==> src/rtl/mem_port_arbiter.sv <==
// Single-port memory arbiter: data port has fixed priority over fetch; formats byte/half/word.
// Define MEM_MISALIGN_TRAP_EN to reject misaligned data accesses with DErr_o instead of issuing them.
module mem_port_arbiter #(
  parameter int DATA_WIDTH   = 32,
  parameter int ADDR_WIDTH   = 32,
  parameter int READ_LATENCY = 1
) (
  input  logic                  clk_i,
  input  logic                  rst_ni,
  input  logic                  IReq_i,
  input  logic [ADDR_WIDTH-1:0] IAddr_i,
  output logic                  IAck_o,
  output logic [DATA_WIDTH-1:0] IData_o,
  input  logic                  DReq_i,
  input  logic                  DWe_i,
  input  logic [ADDR_WIDTH-1:0] DAddr_i,
  input  logic [DATA_WIDTH-1:0] DWData_i,
  input  logic [1:0]            DMemType_i,
  input  logic                  DMemSign_i,
  output logic                  DAck_o,
  output logic [DATA_WIDTH-1:0] DRData_o,
  output logic                  DErr_o,
  output logic                  Stall_o,
  output logic                  MemEn_o,
  output logic                  MemWe_o,
  output logic [ADDR_WIDTH-1:0] MemAddr_o,
  output logic [DATA_WIDTH-1:0] MemWData_o,
  output logic [3:0]            MemBe_o,
  input  logic [DATA_WIDTH-1:0] MemRData_i
);
  typedef enum logic [1:0] {IDLE, ISSUE, WAIT} state_t;

  state_t          state_q, state_d;
  logic [2:0]      cnt_q;
  logic            own_d_q, we_q, sign_q, err_q, err_pulse;
  logic [1:0]      type_q, lane_q;
  logic            start, trap;
  logic [1:0]      lane;
  logic [3:0]      be;
  logic [DATA_WIDTH-1:0] wrep, load_fmt, sh8, sh16;
  logic [ADDR_WIDTH-1:0] addr;
  logic            unused_lsb;

  assign start      = DReq_i | IReq_i;
  assign lane       = DAddr_i[1:0];
  assign addr       = DReq_i ? DAddr_i : IAddr_i;
  assign unused_lsb = ^IAddr_i[1:0];

`ifdef MEM_MISALIGN_TRAP_EN
  assign trap = DReq_i & ((DMemType_i == 2'b10 & lane[0]) |
                          ((DMemType_i == 2'b00 | DMemType_i == 2'b11) & (|lane)));
`else
  assign trap = 1'b0;
`endif

  // Store lane placement; misaligned halves/words fall back to the aligned lane.
  always_comb begin
    be   = 4'hF;
    wrep = DWData_i;
    case (DMemType_i)
      2'b01: begin be = 4'b0001 << lane;            wrep = {4{DWData_i[7:0]}};  end
      2'b10: begin be = 4'b0011 << {lane[1], 1'b0}; wrep = {2{DWData_i[15:0]}}; end
      default: ;
    endcase
  end

  always_comb begin
    sh8  = MemRData_i >> {lane_q, 3'b000};
    sh16 = MemRData_i >> {lane_q[1], 4'b0000};
    case (type_q)
      2'b01:   load_fmt = {{24{sign_q & sh8[7]}}, sh8[7:0]};
      2'b10:   load_fmt = {{16{sign_q & sh16[15]}}, sh16[15:0]};
      default: load_fmt = MemRData_i;
    endcase
  end

  always_ff @(posedge clk_i or negedge rst_ni) begin
    if (!rst_ni) begin
      state_q    <= IDLE;
      cnt_q      <= '0;
      own_d_q    <= 1'b0;
      we_q       <= 1'b0;
      sign_q     <= 1'b0;
      err_q      <= 1'b0;
      type_q     <= '0;
      lane_q     <= '0;
      MemEn_o    <= 1'b0;
      MemWe_o    <= 1'b0;
      MemAddr_o  <= '0;
      MemWData_o <= '0;
      MemBe_o    <= '0;
    end else begin
      state_q    <= state_d;
      MemEn_o    <= 1'b0;
      MemWe_o    <= 1'b0;
      MemAddr_o  <= '0;
      MemWData_o <= '0;
      MemBe_o    <= '0;
      // Memory strobes are registered at acceptance so they line up with the ISSUE cycle.
      if (state_q == IDLE && start) begin
        own_d_q <= DReq_i;
        we_q    <= DReq_i & DWe_i;
        type_q  <= DReq_i ? DMemType_i : 2'b00;
        sign_q  <= DReq_i & DMemSign_i;
        lane_q  <= DReq_i ? lane : 2'b00;
        err_q   <= trap;
        if (!trap) begin
          MemEn_o    <= 1'b1;
          MemWe_o    <= DReq_i & DWe_i;
          MemAddr_o  <= {addr[ADDR_WIDTH-1:2], 2'b00};
          MemBe_o    <= DReq_i ? be : 4'hF;
          MemWData_o <= (DReq_i & DWe_i) ? wrep : '0;
        end
      end
      if (state_q == ISSUE)
        cnt_q <= 3'(READ_LATENCY - 1);
      else if (state_q == WAIT && cnt_q != 3'd0)
        cnt_q <= cnt_q - 3'd1;
    end
  end

  always_comb begin
    state_d   = state_q;
    IAck_o    = 1'b0;
    DAck_o    = 1'b0;
    err_pulse = 1'b0;
    IData_o   = '0;
    DRData_o  = '0;
    case (state_q)
      IDLE:  if (start) state_d = ISSUE;
      ISSUE: begin
        if (err_q) begin
          DAck_o    = 1'b1;
          err_pulse = 1'b1;
          state_d   = IDLE;
        end else if (we_q) begin
          DAck_o  = 1'b1;
          state_d = IDLE;
        end else begin
          state_d = WAIT;
        end
      end
      WAIT: begin
        if (cnt_q == 3'd0) begin
          state_d = IDLE;
          if (own_d_q) begin
            DAck_o   = 1'b1;
            DRData_o = load_fmt;
          end else begin
            IAck_o  = 1'b1;
            IData_o = MemRData_i;
          end
        end
      end
      default: state_d = IDLE;
    endcase
  end

  // err_q is never set without the trap macro, so DErr_o stays 0 in that build.
  assign DErr_o  = err_pulse;
  assign Stall_o = (IReq_i & ~IAck_o) | (DReq_i & ~DAck_o);
endmodule

==> config.mk <==
export PLATFORM = sky130hd
export DESIGN_NAME = mem_port_arbiter
export DESIGN_NICKNAME = d
export VERILOG_FILES = /design/src/rtl/mem_port_arbiter.sv
export SDC_FILE = /design/constraint.sdc
export NUM_CORES = 1
export LEC_CHECK = 0
export ABC_CLOCK_PERIOD_IN_PS = 2500
export BUFFER_PORTS_ARGS = -buffer_cell sky130_fd_sc_hd__buf_2
export CORE_MARGIN = 4
export CORE_UTILIZATION = 43
export CTS_CLUSTER_DIAMETER = 120
export DETAILED_ROUTE_END_ITERATION = 8
export GPL_ROUTABILITY_DRIVEN = 0
export MAX_ROUTING_LAYER = met4
export PLACE_DENSITY = 0.81
export SLEW_MARGIN = 20
export SYNTH_ARGS = -nofsm -noshare
export SYNTH_HDL_FRONTEND = slang
export SYNTH_SLANG_ARGS = --single-unit
==> constraint.sdc <==
create_clock -name clk_i -period 2.5 [get_ports clk_i]
set_input_delay 0.5 -clock clk_i [delete_from_list [all_inputs] [get_ports clk_i]]
set_output_delay 0.5 -clock clk_i [all_outputs]
set_load 0.01 [all_outputs]
# --- After elaboration in Yosys (flattened, before gate mapping) ---
# Index checks and enable logic that the tools add are counted.
totals:
  output_inout_bits: 138
  ff_bits: 82
  in_bits: 136
  word_cells: 74
classes:
  n_mux: 32
  reduce_logical: 7
  n_eq_ne: 8
  addsub: 1
  shift: 4
  bitwise_logic: 10
ops:
  columns: ["op", "n"]
  rows:
  - ["$mux W32", 10]
  - ["$pmux W32 S2", 2]
  - ["$shr A32 B5 Y16", 1]
  - ["$shr A32 B5 Y8", 1]
  - ["$mux W2", 5]
  - ["$mux W1", 8]
  - ["$mux W4", 2]
  - ["$pmux W4 S2", 1]
  - ["$and A1 B1 Y1", 6]
  - ["$eq A2 B1 Y1 const B", 3]
  - ["$eq A2 B2 Y1 const B", 3]
  - ["$mux W3", 2]
  - ["$pmux W2 S3", 1]
  - ["$shl A1 B2 Y4 const A", 1]
  - ["$shl A2 B2 Y4 const A", 1]
  - ["$logic_not A3 Y1", 1]
  - ["$reduce_bool A3 Y1", 1]
  - ["$sub A3 B1 Y3 const B", 1]
  - ["$logic_and A1 B1 Y1", 2]
  - ["$logic_not A2 Y1", 1]
  - ["$ne A2 B1 Y1 const B", 1]
  - ["$ne A2 B2 Y1 const B", 1]
  - ["$not A1 Y1", 2]
  - ["$or A1 B1 Y1", 2]
  - ["other kinds (3)", 3]

# --- Logic depth before layout (Yosys ltp) ---
logic_depth:
  depth_word: 6
  depth_mapped: 8
  mapped_depth_nobuf: 7

# --- Worst setup path before layout ---
# Ideal clock, no wire load.
synth_timing:
  path_kind: "register to output"
  from: "register type_q[0]"
  to: "output port DRData_o[6]"
  path_stages_with_launch: 8
  n_path_buf: 2
  path_slack_ns: 0.288
  t_arrival_ns: 1.712
  required_time_ns: 2.000
  cell_sequence: "dfrtp_1 inv_1 ha_1 buf_2 buf_2 nor2_1 a211o_1 a221oi_1"
synth_via:
  elab_chain_len: 5
  word_cells_on_any_way: 6
  cone_classes: "2 x eq/ne; 4 x mux"
synth_lines:
  columns: ["item", "line_no", "text"]
  rows:
  - ["start, declared", "36", "logic [1:0] type_q, lane_q;"]
  - ["start signal, assigned", "103", "type_q <= DReq_i ? DMemType_i : 2'b00;"]
  - ["$eq A2 B2 Y1 or $eq A2 B1 Y1 (tied branches)", "70", "case (type_q)"]
  - ["$pmux W32 S2 *", "70", null]
  - ["$mux W32 *", "146", "if (own_d_q) begin"]
  - ["$mux W32 *", "144", "if (cnt_q == 3'd0) begin"]
  - ["$mux W32 *", "129", "case (state_q)"]
  - ["end, declared", "21", "output logic [DATA_WIDTH-1:0] DRData_o,"]
# Mark *: on every way between the ends. The rest lies on a longest branch, timed or not.

# --- Final worst setup path ---
layout_timing:
  from: "register type_q[1]"
  to: "output port DRData_o[5]"
# Same word-level chain as after synthesis.

==> metrics.md <==
| Metric | Value |
|---|---|
| Total power draw | between 5 and 6 mW |
| Master of the slowest instance on the critical path | dfrtp_1 |
| Critical Path, Cell by Cell | ha_4 -> buf_12 -> nor2_1 -> a211o_1 -> a221oi_2 -> buf_2 |
| Maximum clock path buffer count | 2 |
| Htree depth | 3 |
| Distinct cells, synth | 36 |
| Post-DRT Antenna Nets | 0 |
| Post-layout nets | 902 |
| Tightest Pin Transition | between 0.5 and 0.6 ns |
| DRC | 0 |
| Metal-1 WL | about 5400 um |
| Leak | 3.70 nW |
| Final cell count without fillers | 895 |
| Post-synth EDFFs | 0 |
| Slew margin rel. | around three fifths |
| Post-Synth Adder-Cell Area | 2.65% |
| Post-DP HPWL | ~12000 um |
| Simple-gate portion of the synthesized area | 20.6% |
| Post-synthesis sequential area ratio | ~47% |
| Complex-gate fraction of the synthesized area | ~14% |
| First-pass GRT wire length | around 23000 um |
| DRT Pass-1 Iters | 4 |
| Final Cycle Share | 101% |
| Synthesized flop and latch total | 80 |
| P&R area growth vs syn | 49.4% |
| Slew Viols, Final | 0 |
| Vias | 4609 |
| Initial core utilization | 43.9% |
| DP Area | 5770 um^2 |
| Buffers added on ports | roughly 270 |
| Io pins | between 200 and 300 |
| Clk_lat worst skew | about 0.36 ns |
| Final WL | 15200 um |
| Minimum clock period | 2.52 ns |
| Reg2reg path depth | 8 |
| CP startpoint kind | register |
| Cell Rows | 36 |
| Crit path from | type_q[1]$_DFFE_PN0P_ |
| FMAX | just under 0.4 GHz |
| Crit path capture | DRData_o[5] |
| Syn Std Cell Area | approximately 4300 um^2 |
| Final Hold Fails | 0 |
| Failing checks | setup timing |
| Die width | roughly 110 um |
| DR vias/cell | about 5.1 |
| CP peak stage delay | around 0.43 ns |
| CTS tree | done |
| Placeable Area | 9680 um^2 |
| Met3 WL | between 1000 and 1500 um |
| Worst path required time | approximately 2 ns |
| Top Metal Used | met4 |
| DP Cell Count | ~870 |
| Synth Instances | 480 |
| Pin count of the biggest net entering global routing | 40 |
| Commonest register cell after synthesis | dfrtp_1 |
| Leading area contributor after synthesis | dfrtp_1 |
| Initial antenna violation count | 0 |
| Fill cells | 787 |
| Initial DRC count | 361 |
| Type of the worst min-delay path | primary input to async pin |
| Clock slew at reported path FFs | ~0.09 ns |
| Top cell type's share of synthesized area | a little under half |
| Mux cell area share after synthesis | 7.53% |
| Clock skew | ~0.012 ns |
| Avg Cell Area, Syn | a little under 9 um^2 |
| Final Hold Slack | 0.102 ns |
| # diodes | 0 |
| Gr usage total | ~26% |
| Die H | between 100 and 150 um |
| Max-Cap Viols | 0 |
| Final WS setup | -0.0151 ns |
| Worst Path Arrival | 2.02 ns |
| Die area | roughly 12000 um^2 |
| Critical path class | register to primary output |
| Met2 wire len | 7880 um |
| RSZ-0062 raised after global routing | yes |
| Synth area leaders | dfrtp_1 47%, mux2i_1 7.5%, nand2_1 5.7% |
| Asr flop ratio synth | 100% |
| Pwr/cell area | about 890 nW/um^2 |
| Clock buffer count from CTS | 9 |
| Main combinational cell family by area after synthesis | simple AND/OR/NAND/NOR gates |
| Design area | between 6000 and 7000 um^2 |
| CTS sink cnt | 80 |
| Max IR drop VDD | 0.632 mV |
| DR WL/cell | ~17 um |
| Gr ovfl total | 0 |
| Root Driver | clkbuf_8 |
| FF-to-FF Start | state_q[0]$_DFFE_PN0P_ |
| Vias in the first global route | ~4600 |
| R2r setup slk | between 0.6 and 0.7 ns |
| Critical path capture point type | primary output |
| Outcome | finished, violations left |
| Yosys warning total | 0 |
| R2r endpoint | MemWData_o[10]$_DFF_PN0_ |
| XOR/XNOR Fraction of Synth Area | less than 1% |
| Critical path peak fanout | 5 |
| Layout cells sized above 1 | between 40% and 50% |
| Final setup viols | 1 |
## placed cells by master (no fill, tap or decap), types with 14 or more instances in the layout
master,n
a21oi_1,23
nor2_1,59
mux2i_1,30
nand3_1,14
dfrtp_1,79
buf_2,266
and2_1,25
nor3_1,16
buf_4,23
inv_1,43
nand2_1,63
## through the flow
step / setup slack [ns] / TNS (ns) / util (%)
6_report: -0.0151 / -0.0151 / 65.6
5_1_grt: -0.0796 / -1.51 / 65.6
4_1_cts: -0.000390 / -0.000390 / 63.8
3_5_place_dp: -0.00230 / -0.00230 / 59.5
3_3_place_gp: 0.0930 / 0 / 59.5
2_1_floorplan: 0.288 / 0 / -
## synth_stat cells (2+ instances only)
library cell  number
dfrtp_1           80
buf_1              3
buf_2             13
nand3_1           14
a21oi_1           23
nand2_1           65
o21ai_0           12
and2_1            25
nor2b_1            4
nor2_1            60
a221o_1            8
a211o_1            7
nand3b_1           3
inv_1             45
nor3_1            17
a22oi_1            8
a211oi_1           2
clkbuf_1          13
mux2i_1           32
buf_4              6
a221oi_1          15
ha_1               9
nand2b_1           3
## final cells by class
type / count / area, um^2 / share of cell area [%]
clock inverters: 5 / 62.6 / 0.985
clock buffers: 11 / 151 / 2.38
repair buffers: 299 / 1660 / 26.1
inverters: 45 / 169 / 2.66
flip-flops and latches: 80 / 2000 / 31.5
multi-input cells: 322 / 2140 / 33.7
well taps: 133 / 166 / 2.62
## timing repair
item                                   in CTS  in global routing
setup buffers                               6                  5
gates resized for setup                    24                 28
endpoints found under the hold margin       0                  0
pin swaps                                   2                  7
hold buffers                                0                  0
setup endpoints to repair                  32                 34
gates cloned                                1                  0
## worst min-delay path by stage
stage / from / to / slack [ns] / cells past startpoint
3_5_place_dp: rst_ni / MemAddr_o[27]$_DFF_PN0_ / 0.50 / 1
3_3_place_gp: we_q$_DFFE_PN0P_ / we_q$_DFFE_PN0P_ / 0.48 / 2
5_1_grt: rst_ni / MemWData_o[19]$_DFF_PN0_ / 0.13 / 1
4_1_cts: rst_ni / MemAddr_o[27]$_DFF_PN0_ / 0.11 / 1
6_report: rst_ni / MemAddr_o[27]$_DFF_PN0_ / 0.10 / 1
2_1_floorplan: rst_ni / MemAddr_o[10]$_DFF_PN0_ / 0.20 / 0
## per-layer routing
| metal | vias up | global-route usage, % |
|---|---|---|
| met1 | 2141 | 27.6 |
| met4 | 0 | 12.7 |
| met5 | - | - |
| met2 | 266 | 45.4 |
| li1 | 2157 | - |
| met3 | 45 | 4.62 |
## cell families (layout without fill, tap and decap cells)
kind of cell | Yosys count | count (layout)
AO/OA/AOI/OAI | 83 | 83
XOR/XNOR | 1 | 1
adder cells (fa/ha/maj) | 9 | 9
buffers and inverters | 80 | 360
flip-flops | 80 | 80
multiplexers | 32 | 32
other | 1 | 3
AND/OR/NAND/NOR | 194 | 194
## sequential cells by signal, summed over array words and instances, names as in the netlist
name,cells
MemAddr_o,30
MemBe_o,4
MemEn_o,1
MemWData_o,32
MemWe_o,1
cnt_q,3
lane_q,2
own_d_q,1
sign_q,1
state_q,2
type_q,2
we_q,1
## where the power goes
group	switching [mW]	internal (mW)	leakage (nW)
clock	0.491	0.521	0.102
sequential	0.137	1.57	1.07
combinational	1.71	1.25	2.53
## worst max-delay path, delay by kind of cell (launching register included)
kind                     cells  cell delay, ns
AO/OA/AOI/OAI                2            0.54
adder cells (fa/ha/maj)      1            0.34
buffers and inverters        2            0.30
flip-flops                   1            0.43
AND/OR/NAND/NOR              1            0.03
No activity file was read; power rests on OpenSTA's default activity.
